### src/rtl/vga_timing_pkg.sv
// Shared timing defaults (640x480@60 from a 50 MHz clock), the colour bundle type
// and a window-compare helper used by the VGA timing controller.
package vga_timing_pkg;

    localparam int DEF_CLK_DIV   = 2;
    localparam int DEF_H_VISIBLE = 640;
    localparam int DEF_H_FP      = 16;
    localparam int DEF_H_SYNC    = 96;
    localparam int DEF_H_BP      = 48;
    localparam int DEF_V_VISIBLE = 480;
    localparam int DEF_V_FP      = 10;
    localparam int DEF_V_SYNC    = 2;
    localparam int DEF_V_BP      = 33;

    localparam int DEF_H_TOTAL      = DEF_H_VISIBLE + DEF_H_FP + DEF_H_SYNC + DEF_H_BP;
    localparam int DEF_V_TOTAL      = DEF_V_VISIBLE + DEF_V_FP + DEF_V_SYNC + DEF_V_BP;
    localparam int DEF_H_SYNC_START = DEF_H_VISIBLE + DEF_H_FP;
    localparam int DEF_H_SYNC_END   = DEF_H_SYNC_START + DEF_H_SYNC;
    localparam int DEF_V_SYNC_START = DEF_V_VISIBLE + DEF_V_FP;
    localparam int DEF_V_SYNC_END   = DEF_V_SYNC_START + DEF_V_SYNC;

    typedef struct packed {
        logic [7:0] r;
        logic [7:0] g;
        logic [7:0] b;
    } rgb_t;

    // Half-open window test: lo <= val < hi
    function automatic logic in_range(input logic [9:0] val, input int lo, input int hi);
        return (int'(val) >= lo) && (int'(val) < hi);
    endfunction

endpackage

### src/rtl/pixel_tick_div.sv
// Pixel-rate enable: tick is high for one CLK every CLK_DIV cycles; the first tick
// arrives CLK_DIV cycles after reset release. CLK_DIV=1 ticks every cycle.
module pixel_tick_div #(
    parameter int CLK_DIV = 2
) (
    input  logic CLK,
    input  logic RST_N,
    output logic tick
);

    localparam int DW = (CLK_DIV > 1) ? $clog2(CLK_DIV) : 1;
    localparam logic [DW-1:0] DIV_LAST = DW'(CLK_DIV - 1);

    logic [DW-1:0] div_q;
    logic [DW-1:0] div_d;

    always_comb begin
        tick  = (div_q == DIV_LAST);
        div_d = tick ? '0 : div_q + DW'(1);
    end

    always_ff @(posedge CLK) begin
        if (!RST_N) begin
            div_q <= '0;
        end else begin
            div_q <= div_d;
        end
    end

endmodule

### src/rtl/vga_timing_ctrl.sv
// VGA raster sequencer: pixel/line counters, active window, sync pulses, a one-tick
// output register aligning colour with syncs, and a frame-synchronous switch snapshot.
module vga_timing_ctrl
    import vga_timing_pkg::*;
#(
    parameter int CLK_DIV   = DEF_CLK_DIV,
    parameter int H_VISIBLE = DEF_H_VISIBLE,
    parameter int H_FP      = DEF_H_FP,
    parameter int H_SYNC    = DEF_H_SYNC,
    parameter int H_BP      = DEF_H_BP,
    parameter int V_VISIBLE = DEF_V_VISIBLE,
    parameter int V_FP      = DEF_V_FP,
    parameter int V_SYNC    = DEF_V_SYNC,
    parameter int V_BP      = DEF_V_BP,
    parameter bit SYNC_POL  = 1'b0
) (
    input  logic        CLK,
    input  logic        RST_N,
    input  logic [9:0]  SW,
    input  logic [7:0]  RED_IN,
    input  logic [7:0]  GRN_IN,
    input  logic [7:0]  BLU_IN,
    output logic [9:0]  hPixel,
    output logic [8:0]  vLine,
    output logic [9:0]  SW_LAT,
    output logic [7:0]  VGA_R,
    output logic [7:0]  VGA_G,
    output logic [7:0]  VGA_B,
    output logic        VGA_HS,
    output logic        VGA_VS,
    output logic        VID_EN,
    output logic        FRAME_START
);

    localparam int H_TOTAL      = H_VISIBLE + H_FP + H_SYNC + H_BP;
    localparam int V_TOTAL      = V_VISIBLE + V_FP + V_SYNC + V_BP;
    localparam int H_SYNC_START = H_VISIBLE + H_FP;
    localparam int H_SYNC_END   = H_SYNC_START + H_SYNC;
    localparam int V_SYNC_START = V_VISIBLE + V_FP;
    localparam int V_SYNC_END   = V_SYNC_START + V_SYNC;
    localparam logic SYNC_ON    = SYNC_POL;
    localparam logic SYNC_OFF   = ~SYNC_POL;

    logic tick;

    pixel_tick_div #(
        .CLK_DIV (CLK_DIV)
    ) u_tick_div (
        .CLK   (CLK),
        .RST_N (RST_N),
        .tick  (tick)
    );

    logic [9:0] h_count_q, h_count_d;
    logic [9:0] v_count_q, v_count_d;
    logic       h_last, v_last, frame_wrap;
    logic       v_visible, active, hs0, vs0;

    rgb_t       rgb_q, rgb_d;
    logic       vid_en_q, vid_en_d;
    logic       hs_q, hs_d;
    logic       vs_q, vs_d;
    logic       frame_start_q, frame_start_d;
    logic [9:0] sw_meta_q, sw_sync_q;
    logic [9:0] sw_lat_q, sw_lat_d;

    always_comb begin
        h_last     = (h_count_q == 10'(H_TOTAL - 1));
        v_last     = (v_count_q == 10'(V_TOTAL - 1));
        frame_wrap = tick && h_last && v_last;

        h_count_d = h_count_q;
        v_count_d = v_count_q;
        if (tick) begin
            if (h_last) begin
                h_count_d = '0;
                v_count_d = v_last ? '0 : v_count_q + 10'd1;
            end else begin
                h_count_d = h_count_q + 10'd1;
            end
        end
    end

    // Stage 0: everything the generator and the output register see, decoded straight from the counters
    always_comb begin
        v_visible = in_range(v_count_q, 0, V_VISIBLE);
        active    = v_visible && in_range(h_count_q, 0, H_VISIBLE);
        hs0       = in_range(h_count_q, H_SYNC_START, H_SYNC_END);
        vs0       = in_range(v_count_q, V_SYNC_START, V_SYNC_END);
        hPixel    = active ? h_count_q : '0;
        vLine     = v_visible ? v_count_q[8:0] : '0;
    end

    always_comb begin
        rgb_d         = rgb_q;
        vid_en_d      = vid_en_q;
        hs_d          = hs_q;
        vs_d          = vs_q;
        sw_lat_d      = sw_lat_q;
        frame_start_d = frame_wrap;
        if (tick) begin
            rgb_d    = active ? rgb_t'{r: RED_IN, g: GRN_IN, b: BLU_IN} : '0;
            vid_en_d = active;
            hs_d     = hs0 ? SYNC_ON : SYNC_OFF;
            vs_d     = vs0 ? SYNC_ON : SYNC_OFF;
        end
        if (frame_wrap) begin
            sw_lat_d = sw_sync_q;
        end
    end

    always_ff @(posedge CLK) begin
        if (!RST_N) begin
            h_count_q     <= '0;
            v_count_q     <= '0;
            rgb_q         <= '0;
            vid_en_q      <= 1'b0;
            hs_q          <= SYNC_OFF;
            vs_q          <= SYNC_OFF;
            frame_start_q <= 1'b0;
            sw_meta_q     <= '0;
            sw_sync_q     <= '0;
            sw_lat_q      <= '0;
        end else begin
            h_count_q     <= h_count_d;
            v_count_q     <= v_count_d;
            rgb_q         <= rgb_d;
            vid_en_q      <= vid_en_d;
            hs_q          <= hs_d;
            vs_q          <= vs_d;
            frame_start_q <= frame_start_d;
            sw_meta_q     <= SW;
            sw_sync_q     <= sw_meta_q;
            sw_lat_q      <= sw_lat_d;
        end
    end

    assign VGA_R       = rgb_q.r;
    assign VGA_G       = rgb_q.g;
    assign VGA_B       = rgb_q.b;
    assign VID_EN      = vid_en_q;
    assign VGA_HS      = hs_q;
    assign VGA_VS      = vs_q;
    assign FRAME_START = frame_start_q;
    assign SW_LAT      = sw_lat_q;

endmodule

### config.mk
export PLATFORM = sky130hd
export DESIGN_NAME = vga_timing_ctrl
export DESIGN_NICKNAME = d
export VERILOG_FILES = /design/src/rtl/vga_timing_pkg.sv /design/src/rtl/pixel_tick_div.sv /design/src/rtl/vga_timing_ctrl.sv
export SDC_FILE = /design/constraint.sdc
export NUM_CORES = 1
export LEC_CHECK = 0
export ABC_AREA = 1
export BUFFER_PORTS_ARGS = -buffer_cell sky130_fd_sc_hd__buf_4
export CORE_MARGIN = 2
export CORE_UTILIZATION = 35
export CTS_BUF_LIST = sky130_fd_sc_hd__clkbuf_8 sky130_fd_sc_hd__clkbuf_16
export CTS_CLUSTER_DIAMETER = 30
export DETAILED_ROUTE_END_ITERATION = 6
export GPL_TIMING_DRIVEN = 0
export PLACE_DENSITY = 0.6
export SLEW_MARGIN = 20
export SYNTH_ARGS = -nofsm -noshare
export SYNTH_HDL_FRONTEND = slang
export SYNTH_SLANG_ARGS = --single-unit
### constraint.sdc
create_clock -name CLK -period 1.9 [get_ports CLK]
set_input_delay 0.285 -clock CLK [delete_from_list [all_inputs] [get_ports CLK]]
set_output_delay 0.285 -clock CLK [all_outputs]
set_load 0.01 [all_outputs]
### Word level (Yosys, flattened, before mapping)

Cells that the tools add are included.

| storage, ports and cells | value |
|---|---|
| output and inout port bits | 57 |
| bits in registers | 79 |
| logic and storage cells | 39 |

| operators by class | value |
|---|---|
| reduce and logical (&&, ||, !) cells | 7 |
| bitwise logic cells | 1 |
| order comparisons | 6 |
| $add $sub $neg | 3 |
| mux-type cells | 7 |
| equality and inequality tests | 2 |

Operators by type and width:

| operator | count |
|---|---|
| $mux W10 | 3 |
| $mux W24 | 1 |
| $add A10 B1 Y10 const B | 2 |
| $eq A10 B10 Y1 const B | 2 |
| $lt A10 B10 Y1 const B | 2 |
| $lt A10 B9 Y1 const B | 2 |
| $ge A10 B10 Y1 const B | 1 |
| $ge A10 B9 Y1 const B | 1 |
| $mux W9 | 1 |
| $logic_and A1 B1 Y1 | 5 |
| $mux W1 | 2 |
| $reduce_and A2 Y1 | 1 |
| $reduce_or A2 Y1 | 1 |
| $add A1 B1 Y1 const B | 1 |
| $not A1 Y1 | 1 |

### Logic depth before layout (Yosys ltp)

| depth | value |
|---|---|
| depth in word-level cells | 3 |
| mapped depth | 10 |
| gate-level depth less buffers | 9 |

### Cells and area by module

From an unflattened synthesis, not the netlist that was laid out.

| unflattened totals | value |
|---|---|
| cell total of the unflattened synthesis | 436 |
| area, all modules | 3166.8 µm² |

Modules (own cells, without submodules):

| module | times used | area an instance (µm²) | cells an instance |
|---|---|---|---|
| vga_timing_ctrl | 1 | 3136.8 | 433 |
| pixel_tick_div | 1 | 30.0 | 3 |

### Least setup slack after synthesis

No wires, ideal clock.

| timing path | value |
|---|---|
| path type | register -> register |
| start point | reg h_count_q[0] |
| end point | reg sw_lat_q[0], in the netlist SW_LAT[0] |
| stages on the path, launching flop included | 10 |
| path slack | 0.504 ns |
| arrival | 1.284 ns |
| clock period less this slack | 1.396 ns |
| buffers on the path | 1 |
| cell sequence | dfxtp_1 > ha_1 > nand2_1 > nor2_2 > nand4_4 > nor2_2 > nor2_2 > buf_6 > nand2_1 > nand2_1 |

| on the way | value |
|---|---|
| cells in the longest elaborated chain, start to end | 3 |

Ends and longest elaborated chain:

| element | line | source |
|---|---|---|
| start, declared | vga_timing_ctrl.sv:54 | `logic [9:0] h_count_q, h_count_d;` |
| start signal, assigned | vga_timing_ctrl.sv:125 | `h_count_q <= h_count_d;` |
| $eq A10 B10 Y1 | vga_timing_ctrl.sv:68 | `h_last = (h_count_q == 10'(H_TOTAL - 1));` |
| $logic_and A1 B1 Y1 (2 in series) | vga_timing_ctrl.sv:70 | `frame_wrap = tick && h_last && v_last;` |
| end signal, assigned | vga_timing_ctrl.sv:134 | `sw_lat_q <= sw_lat_d;` |
| end, declared | vga_timing_ctrl.sv:65 | `logic [9:0] sw_lat_q, sw_lat_d;` |

No other way between the ends.
A chain may end at the register's enable or synchronous reset.

### Worst setup path in the final report

| timing path | value |
|---|---|
| start point | reg v_count_q[5] |
| end point | out hPixel[8] |

| on the way | value |
|---|---|
| cells in the longest elaborated chain, start to end | 3 |

Ends and longest elaborated chain:

| element | line | source |
|---|---|---|
| start, declared | vga_timing_ctrl.sv:55 | `logic [9:0] v_count_q, v_count_d;` |
| start signal, assigned | vga_timing_ctrl.sv:126 | `v_count_q <= v_count_d;` |
| $lt A10 B9 Y1 | vga_timing_pkg.sv:30 | `return (int'(val) >= lo) && (int'(val) < hi);` |
| $logic_and A1 B1 Y1 | vga_timing_ctrl.sv:87 | `active = v_visible && in_range(h_count_q, 0, H_VISIBLE);` |
| $mux W10 | vga_timing_ctrl.sv:90 | `hPixel = active ? h_count_q : '0;` |
| end, declared | vga_timing_ctrl.sv:23 | `output logic [9:0] hPixel,` |

No other way between the ends.

==> metrics <==
Comb pwr share=7.1%; Die W=97.8 um; Synth Cell Area=3080 sq um; TNS Setup=0 ps; sw power=804 uW; Crit Path Class=reg -> out; Worst-Margin Slew=426 ps; Die Ht=97.8 um; worst slack, placed=between 150 and 200 ps; core area=roughly 8600 sq um; worst hold path type=in -> reg; total track usage=15.1%; first-pass GRT wire length=between 10000 and 15000 um; CTS tree=done; antenna viol nets, final=0; commonest non-fill, non-tap cell in the layout=nand2_1; Critical Path AT=1500 ps; Initial Util=35.6%; Vias/cell=4.41; outcome=completed; Crit Reg-Reg Endpoint=h_count_q[5]; # diodes=0; synth warn=0; Max IR drop VDD=0.414 mV; XOR/XNOR Fraction of Synth Area=1.42%; total grt overflow=0; post-synthesis mux area share=0%; Cell Int Power=2590 uW; Site Rows=34; Avg Cell Area, Syn=approximately 7.4 sq um; r2r worst-path depth=7; crit path max-delay cell type=dfxtp_4; Synth Instances=418; # hold bufs at CTS=0; final hold viol count=0; max incr delay on CP=400 ps; routed vias=~2800; CTS Root Cell=clkbuf_8; Hold Path End=sw_meta_q[5]; total CTS buffers=9; Max Slew Vio Count=0; Hold Startpoint=SW[5]; I/O pin cnt=93; die area=9560 sq um; Switching Fraction=23.7%; drt first pass iters=4; WHS Path Cells=3; Seq cells post-synth=79; cell family with most CP delay=simple AND/OR/NAND/NOR gates; Seq/Total Area, Yosys=51.4%; gpl congestion=0.818; clock transition at the registers of the reported paths=80 ps; Max-Cap Viols=0; wire per inst=roughly 11 um; Slew HR=a little under three quarters; crit path cell chain=nand2_4 -> nor2_4 -> nand2_2 -> nand4_1 -> buf_4 -> inv_4 -> nand2_1 -> inv_1 -> buf_6; CTS Buffer Depth=2; CP Capture Type=output port; largest family of logic cells by synthesized area=simple AND/OR/NAND/NOR gates; Synth Area in Adders=1.63%; syn nets=roughly 460; Final setup viols=0; PwrDens=812 nW/um^2; Tcrit/Tclk final=between 90% and 100%; H-tree levels=3; initial detailed-routing violation count=between 90 and 100; R2R Setup Slk=270 ps; CTS Sinks=79; final net count=561; worst skew pair latency=340 ps; Max Clock Skew=8.20 ps; WHS=between 100 and 150 ps; setup ws final=roughly 110 ps; CP required=around 1600 ps; DPL Wire Length=~5400 um; Fmax=559 MHz; Critical Path Fanout Max=7; DRC violations left=0; share of the core filled with cells=48.3%; min cycle time layout=~1800 ps; vias in the first global route=roughly 2600; Compound-Gate Fraction of Synth Area=between 3 and 4%; Post-Synth Simple-Gate Area=33.1%; Design Area, Final=around 4200 sq um; Layout area overhead=35.7%; Clk network pwr share=41.8%; Reg power frac=51.1%; WL final=7120 um; port bufs=91; DP Area=3900 sq um; commonest non-fill, non-tap cells in the layout=nand2_1 (126), buf_4 (93), dfxtp_1 (74), inv_1 (47), nand3_1 (47); reg-to-reg startpoint=h_count_q[1]; largest net degree at the start of global routing=16; initial antenna violation count=0; Yosys cell types=25; P_leak=around 0.0021 uW; share of cells above drive strength 1=around a quarter; WP buf/inv=4; critical path startpoint category=register
registers in the layout, summed over array words and instances (netlist names):
signal           flops
SW_LAT              10
h_count_q           10
sw_meta_q           10
sw_sync_q           10
v_count_q           10
VGA_B                8
VGA_G                8
VGA_R                8
FRAME_START          1
VGA_HS               1
VGA_VS               1
VID_EN               1
u_tick_div.tick      1
final cells by class:
type / count / area, sq um
inverter: 53 / 201
clock inverter: 7 / 104
multi-input combinational: 271 / 1240
buffer: 14 / 77.6
tap: 108 / 135
clock buffer: 9 / 124
fill: 908 / 4460
timing repair buffer: 93 / 702
sequential: 79 / 1590
cells in the mapped netlist, drive strengths merged:
master / number / area, sq um
nor4: 1 / 6.26
xor2: 5 / 43.8
dfxtp: 79 / 1580
clkinv: 1 / 3.75
nand2: 129 / 487
clkbuf: 4 / 15.0
inv: 52 / 195
a21oi: 9 / 45.0
nand4: 3 / 33.8
ha: 4 / 50.1
nand3: 47 / 235
o21ai: 11 / 55.1
nor2: 52 / 213
buf: 11 / 61.3
nor3: 9 / 45.0
a211oi: 1 / 7.51
power by group through the flow:
stage | Sequential (uW) | Clock, uW | Combinational, uW
6_report | 1730 | 1420 | 240
5_1_grt | 1740 | 1510 | 268
4_1_cts | 1740 | 1450 | 245
3_5_place_dp | 1770 | 0 | 245
3_3_place_gp | 1770 | 0 | 243
2_1_floorplan | 1790 | 0 | 92.2
cells by family after synthesis:
group	after synthesis
adder cells (fa/ha/maj)	4
XOR/XNOR	5
buffers and inverters	68
flip-flops	79
AO/OA/AOI/OAI	21
AND/OR/NAND/NOR	241
through the flow:
step,total power (uW),std cells
floorplan,1880,418
CTS,3430,634
detailed placement,2020,617
global route,3520,634
finish,3390,634
global placement,2020,617
tightest hold or removal path, delay by kind of cell:
| kind | cells | cell delay, ps |
|---|---|---|
| buffers and inverters | 2 | 110 |
| and+or+nand+nor | 1 | 40 |
worst max-delay path by stage:
stage | from | end | slack [ps] | depth (start not counted)
2_1_floorplan | h_count_q[0] | SW_LAT[0] | 500 | 9
3_3_place_gp | v_count_q[5] | hPixel[8] | 180 | 9
3_5_place_dp | v_count_q[5] | hPixel[8] | 180 | 9
4_1_cts | v_count_q[5] | hPixel[8] | 20 | 9
5_1_grt | v_count_q[5] | hPixel[8] | -8 | 9
6_report | v_count_q[5] | hPixel[8] | 110 | 9
layer usage:
metal	vias up	GRT usage, %	wire [um]
met5	-	0	0
met4	0	4.49	64
met3	6	7.02	617
met2	77	22.8	3100
met1	1222	19.3	3340
li1	1489	-	-
what timing repair did:
action                                  CTS  global route
hold endpoints to repair                  0             0
resized for setup                         7            10
pin swaps                                 1             3
endpoints found under the setup margin   10            11
setup buffers                             2             0
No activity file was read; power rests on OpenSTA's default activity.
